===== src/rtl/adc_readout_ctrl.sv =====
// ADC readout sequencer: scans every ADC channel after a CIM evaluation and
// forwards each (channel, result) pair on a valid/ready stream.
//
// state     | meaning
// IDLE      | waiting for start; adc_mux_sel holds the last channel
// SETTLE    | mux driven to ch, waiting for the analog path to settle
// SAMPLE    | sample/convert strobe high
// WAIT_CONV | waiting for adc_data_valid, bounded by the timeout timer
// PUSH      | result beat presented downstream until accepted
// FIN       | one-cycle done pulse
module adc_readout_ctrl #(
  parameter int NUM_CH         = 10,
  parameter int ADC_BITS       = 8,
  parameter int SETTLE_CYCLES  = 2,
  parameter int SAMPLE_CYCLES  = 3,
  parameter int TIMEOUT_CYCLES = 16,
  parameter int CH_W           = $clog2(NUM_CH)
) (
  input  logic                clk,
  input  logic                rst_n,
  input  logic                start,
  input  logic                abort,
  output logic                busy,
  output logic                done,
  output logic                err_timeout,
  output logic [CH_W-1:0]     adc_mux_sel,
  output logic                adc_sample,
  input  logic                adc_data_valid,
  input  logic [ADC_BITS-1:0] adc_data,
  output logic                out_valid,
  input  logic                out_ready,
  output logic [CH_W-1:0]     out_ch,
  output logic [ADC_BITS-1:0] out_data
);

  typedef enum logic [2:0] {
    IDLE,
    SETTLE,
    SAMPLE,
    WAIT_CONV,
    PUSH,
    FIN
  } state_t;

  localparam int MAX_A   = (SETTLE_CYCLES > SAMPLE_CYCLES) ? SETTLE_CYCLES : SAMPLE_CYCLES;
  localparam int MAX_B   = (MAX_A > TIMEOUT_CYCLES) ? MAX_A : TIMEOUT_CYCLES;
  localparam int TMR_W   = (MAX_B < 2) ? 1 : $clog2(MAX_B);

  // One shared down-counter times every phase; each phase ends on terminal count zero.
  localparam logic [TMR_W-1:0] SETTLE_LD  = TMR_W'(SETTLE_CYCLES - 1);
  localparam logic [TMR_W-1:0] SAMPLE_LD  = TMR_W'(SAMPLE_CYCLES - 1);
  localparam logic [TMR_W-1:0] TIMEOUT_LD = TMR_W'(TIMEOUT_CYCLES - 1);
  localparam logic [CH_W-1:0]  LAST_CH    = CH_W'(NUM_CH - 1);

  state_t              state, state_nxt;
  logic [CH_W-1:0]     ch, ch_nxt;
  logic [TMR_W-1:0]    tmr, tmr_nxt;
  logic [CH_W-1:0]     out_ch_nxt;
  logic [ADC_BITS-1:0] out_data_nxt;
  logic                err_nxt;

  always_ff @(posedge clk or negedge rst_n) begin
    if (!rst_n) begin
      state       <= IDLE;
      ch          <= '0;
      tmr         <= '0;
      out_ch      <= '0;
      out_data    <= '0;
      err_timeout <= 1'b0;
    end else begin
      state       <= state_nxt;
      ch          <= ch_nxt;
      tmr         <= tmr_nxt;
      out_ch      <= out_ch_nxt;
      out_data    <= out_data_nxt;
      err_timeout <= err_nxt;
    end
  end

  always_comb begin
    state_nxt    = state;
    ch_nxt       = ch;
    tmr_nxt      = tmr;
    out_ch_nxt   = out_ch;
    out_data_nxt = out_data;
    err_nxt      = err_timeout;
    if (state != IDLE && abort) begin
      state_nxt = IDLE;
    end else begin
      case (state)
        IDLE: begin
          if (start) begin
            ch_nxt    = '0;
            err_nxt   = 1'b0;
            tmr_nxt   = SETTLE_LD;
            state_nxt = SETTLE;
          end
        end
        SETTLE: begin
          if (tmr == '0) begin
            tmr_nxt   = SAMPLE_LD;
            state_nxt = SAMPLE;
          end else begin
            tmr_nxt = tmr - 1'b1;
          end
        end
        SAMPLE: begin
          if (tmr == '0) begin
            tmr_nxt   = TIMEOUT_LD;
            state_nxt = WAIT_CONV;
          end else begin
            tmr_nxt = tmr - 1'b1;
          end
        end
        WAIT_CONV: begin
          // A result arriving on the last wait cycle still wins over the timeout.
          if (adc_data_valid) begin
            out_data_nxt = adc_data;
            out_ch_nxt   = ch;
            state_nxt    = PUSH;
          end else if (tmr == '0) begin
            out_data_nxt = '0;
            out_ch_nxt   = ch;
            err_nxt      = 1'b1;
            state_nxt    = PUSH;
          end else begin
            tmr_nxt = tmr - 1'b1;
          end
        end
        PUSH: begin
          if (out_ready) begin
            if (ch == LAST_CH) begin
              state_nxt = FIN;
            end else begin
              ch_nxt    = ch + 1'b1;
              tmr_nxt   = SETTLE_LD;
              state_nxt = SETTLE;
            end
          end
        end
        FIN:     state_nxt = IDLE;
        default: state_nxt = IDLE;
      endcase
    end
  end

  // abort masks the strobes in the same cycle so nothing leaks out while unwinding.
  assign busy        = (state != IDLE);
  assign adc_mux_sel = ch;
  assign adc_sample  = (state == SAMPLE) && !abort;
  assign out_valid   = (state == PUSH) && !abort;
  assign done        = (state == FIN) && !abort;

endmodule


===== config.mk =====
export PLATFORM = sky130hd
export DESIGN_NAME = adc_readout_ctrl
export DESIGN_NICKNAME = d
export VERILOG_FILES = /design/src/rtl/adc_readout_ctrl.sv
export SDC_FILE = /design/constraint.sdc
export NUM_CORES = 1
export LEC_CHECK = 0
export ABC_AREA = 1
export BUFFER_PORTS_ARGS = -buffer_cell sky130_fd_sc_hd__buf_2
export CORE_MARGIN = 2
export CORE_UTILIZATION = 55
export CTS_CLUSTER_SIZE = 28
export DETAILED_ROUTE_END_ITERATION = 8
export PLACE_DENSITY = 0.81
export SLEW_MARGIN = 20
export SYNTH_ARGS = -nofsm -noshare
export SYNTH_HDL_FRONTEND = slang
export SYNTH_SLANG_ARGS = --single-unit

===== constraint.sdc =====
create_clock -name clk -period 4.08 [get_ports clk]
set_input_delay 1.02 -clock clk [delete_from_list [all_inputs] [get_ports clk]]
set_output_delay 1.02 -clock clk [all_outputs]
set_load 0.05 [all_outputs]

## After elaboration in Yosys (flattened, before gate mapping)

Index checks and enable logic that the tools add are counted.

| word-level totals | value |
|---|---|
| flip-flop bits (word level) | 24 |
| word-level logic and storage cells | 72 |

| cells by class | value |
|---|---|
| add/subtract/negate cells | 2 |
| equality and inequality tests | 17 |
| multiplexer cells | 29 |
| bitwise gates (word level) | 1 |
| reductions and logical operators | 17 |

Operators with widths:

| cell | number |
|---|---|
| 4-bit two-way mux | 12 |
| 3-bit two-way mux | 8 |
| 4-bit one-hot mux with 5 select lines | 1 |
| 8-bit two-way mux | 2 |
| 3-bit one-hot mux with 5 select lines | 1 |
| 5-bit AND reduction | 3 |
| 2-bit != test (second input constant) | 6 |
| 3-bit != test (second input constant) | 4 |
| 4-bit one-hot mux with 2 select lines | 1 |
| 7-bit AND reduction | 1 |
| 3-bit by 2-bit equality test with 1-bit output (second input constant) | 2 |
| 3-bit equality test (second input constant) | 2 |
| 2-bit nonzero test | 3 |
| 5-bit nonzero test | 1 |
| 4-bit by 1-bit adder with 4-bit output (second input constant) | 1 |
| 4-bit equality test (second input constant) | 1 |
| 1-bit logical AND | 4 |
| 4-bit zero test | 1 |
| 4-bit != test (second input constant) | 1 |
| 4-bit by 1-bit subtractor with 4-bit output (second input constant) | 1 |
| 3-bit by 1-bit equality test with 1-bit output (second input constant) | 1 |
| 3-bit zero test | 1 |
| 1-bit two-way mux | 3 |
| 3-bit AND reduction | 1 |
| other kinds (4) | 4 |

## Logic depth before layout (Yosys ltp)

| depth | value |
|---|---|
| depth in word-level cells | 5 |
| mapped depth | 10 |
| mapped depth without buffers | 10 |

## Least setup slack after synthesis

Ideal clock, no wire load.

| timing path | value |
|---|---|
| kind | input -> output |
| start point | input port abort |
| end point | output port done |
| arrival | 1964 ps |
| path slack | 1096 ps |
| cell stages on the path | 2 |
| path buffers | 0 |
| cells stage by stage | or2_2 -> nor2_1 |

| on the way | value |
|---|---|
| word-level cells in the longest chain between the ends | 2 |

Ends and longest elaborated chain:

| what | line | RTL |
|---|---|---|
| start: declaration | 22 | `input logic abort,` |
| 1-bit zero test | 152 | `assign done = (state == FIN) && !abort;` |
| 1-bit logical AND | 152 |  |
| end: declaration | 24 | `output logic done,` |

No other way between the ends.

## Worst setup path in the final report

Same ends and word-level chain as after synthesis.

==> results.sh <==
export IMPL_status="finished clean"
export IMPL_ios=35
export IMPL_ys_ff_latch=24
export IMPL_clk_latency_ns=0.32
export IMPL_drt_initial_drc_count=60
export IMPL_core_um2=2690
export IMPL_cts_resized=0
export IMPL_drtAntennaViolNets=0
export IMPL_finalSetupViolations=0
export IMPL_row_count=19
export IMPL_whs_path_depth=2
export IMPL_layout_commonest_cell="nand2_1"
export IMPL_htreeDepth=1
export IMPL_gp_congestion=0.855
export IMPL_layout_min_cycle_time_ns=2.93
export IMPL_cts_sinks=24
export IMPL_layout_common_cells="nand2_1, buf_2, dfrtp_1"
export IMPL_syn_area_um2=1520
export IMPL_relSlewSlack_pct=64.4
export IMPL_grt_pass1_vias=1179
export IMPL_fin_ws_ns=1.15
export IMPL_layout_drive_gt1_share_pct=30.0
export IMPL_async_flop_share_pct=100
export IMPL_hold_violations=0
export IMPL_drv_slew=0
export IMPL_ys_warn_count=0
export IMPL_routedWlPerCell_um=11.0
export IMPL_dp_slack_ns=1.25
export IMPL_drv_cap=0
export IMPL_portBuffers=34
export IMPL_nNetsFinal=248
export IMPL_synth_nets=213
export IMPL_finClkSkew_ns=0.00569
export IMPL_grt_ovfl_total=0
export IMPL_grt_pass1_wl_um=5160
export IMPL_drc=0
export IMPL_rsz0062_at_grt="false"
export IMPL_reg2reg_depth=7
export IMPL_cts_tree="built"
export IMPL_path_class="in2out"
export IMPL_vias=1320
export IMPL_crit_path_max_fanout=3
export IMPL_synth_cell_types=23
export IMPL_cts_buffers=3
export IMPL_die_w_um=56.6
export IMPL_syn_area_per_cell_um2=7.76
export IMPL_rrSetupSlack_ns=2.38
export IMPL_drt_pass1_iter_count=4
export IMPL_cp_required_ns=3.06
export IMPL_initial_core_util_pct=56.6
export IMPL_worst_pin_slew_ns=0.533
export IMPL_crit_path_cell_trace="buf_2 -> or2_2 -> nor2_1 -> buf_2"
export IMPL_antenna_found_initial=0
export IMPL_cts_hold_buf=0
export IMPL_hp_start="tmr[1]"
export IMPL_n_antenna_cell=0
export IMPL_place_hpwl_um=2140
export IMPL_startpoint_type="primary input"
export IMPL_max_clock_path_buffers=2
export IMPL_tns_ns=0
export IMPL_synth_cells=196
export IMPL_die_area_um2=3200
export IMPL_crit_slowest_cell="or2_2"
export IMPL_power_leakage_nw=0.973
export IMPL_critPathArrivalTime_ns=1.91
export IMPL_track_usage_pct=20.5
export IMPL_critical_path_buf_inv_count=2
export IMPL_area_growth_pct=14.6
export IMPL_cts_clk_slew_worst_paths_ns=0.14
export IMPL_r2r_start="tmr[0]"
export IMPL_critPathTopFamily="simple AND/OR/NAND/NOR gates"
export IMPL_ys_seq_area_share_pct=39.5
export IMPL_min_to="tmr[1]"
export IMPL_worst_path_largest_cell_delay_ns=0.32
export IMPL_die_h_um=56.6
export IMPL_crit_top_cell="buf_2"
export IMPL_fmax_mhz=342
export IMPL_hold_path_class="reg2reg"
export IMPL_root_buffer="clkbuf_4"
export IMPL_finalCritPeriodShare_pct=71.7
export IMPL_drt_wl_total_um=2860
export IMPL_finish_utilization_pct=64.9
export IMPL_post_cts_setup_buffer_count=0
export IMPL_crit_path_end_kind="primary output"
export IMPL_r2r_end="out_data[6]"
export IMPL_vdd_ir_drop_max_uv=567
export IMPL_grt_max_degree=25
export IMPL_ys_flop_type="dfrtp_1"
export IMPL_cellPowerDensity_nw_per_um2=795
export IMPL_synth_edf_count=0
export IMPL_vias_per_cell=5.06
==> through the flow <==
| step | std cells | hold slack, ns | cell area (µm²) | power [mW] |
|---|---|---|---|---|
| 6_report | 261 | 0.487 | 1740 | 1.39 |
| 3_3_place_gp | 257 | 0.457 | 1690 | 1.21 |
| 4_1_cts | 261 | 0.493 | 1740 | 1.40 |
| 3_5_place_dp | 257 | 0.460 | 1690 | 1.22 |
| 5_1_grt | 261 | 0.522 | 1740 | 1.50 |
| 2_1_floorplan | 196 | 0.442 | 1520 | 1.07 |
==> how the worst max path moves through the flow <==
stage	slack, ns	depth (start not counted)	end	from
after floorplan	1.10	2	done	abort
after global placement	1.26	4	out_valid	abort
after detailed placement	1.25	4	out_valid	abort
after CTS	1.17	4	done	abort
after global routing	1.16	4	done	abort
final	1.15	4	done	abort
==> sequential cells by signal, summed over array words and instances (netlist names) <==
name and flops:
tmr 4, out_data 8, out_ch 4, adc_mux_sel 4
state 3, err_timeout 1
==> layer usage <==
layer	share of wire, %	global-route usage, %	routed length (µm)	vias to the layer above
met3	3.9	3.46	112	11
met4	2.8	9.18	80	0
met5	0	0	0	-
met2	47	32.1	1330	33
met1	47	27.7	1340	594
li1	-	-	-	682
==> final cells by class <==
type,count,area (µm²)
clock buffer,3,22.5
clock inverter,1,30.0
fill,244,942
inverter,21,78.8
multi-input combinational,147,803
sequential,24,601
tap,31,38.8
timing repair buffer,34,170
==> power breakdown <==
| part | switching [mW] | internal, mW |
|---|---|---|
| combinational | 0.590 | 0.231 |
| clock | 0.0764 | 0.0993 |
| sequential | 0.0700 | 0.321 |
==> worst register-to-register path: cells and delay by family (launching register included) <==
kind            cells  cell delay (ns)
flops               1             0.43
compound gates      2             0.32
simple gates        3             0.56
fa+ha+maj           1             0.19
buf+inv             1             0.10
==> synth_stat cells (all sizes together), types with 2 or more instances <==
library cell,instances,share of area [%]
buf,4,2.5
dfrtp,24,39
ha,3,2.5
inv,21,5.2
nand2,78,23
nand3,19,7.1
nand3b,2,0.99
nand4,4,1.6
nor2,22,7.2
o21ai,14,7.6
xor2,2,1.2
==> cell families after synthesis <==
family	after synthesis	share of synthesized area [%]
AO/OA/AOI/OAI	15	8.64
XOR/XNOR	3	1.73
adder cells (fa/ha/maj)	3	2.47
buffers and inverters	25	7.73
flip-flops	24	39.5
AND/OR/NAND/NOR	126	40.0
Note: power is estimated with default switching activity, not from simulation.
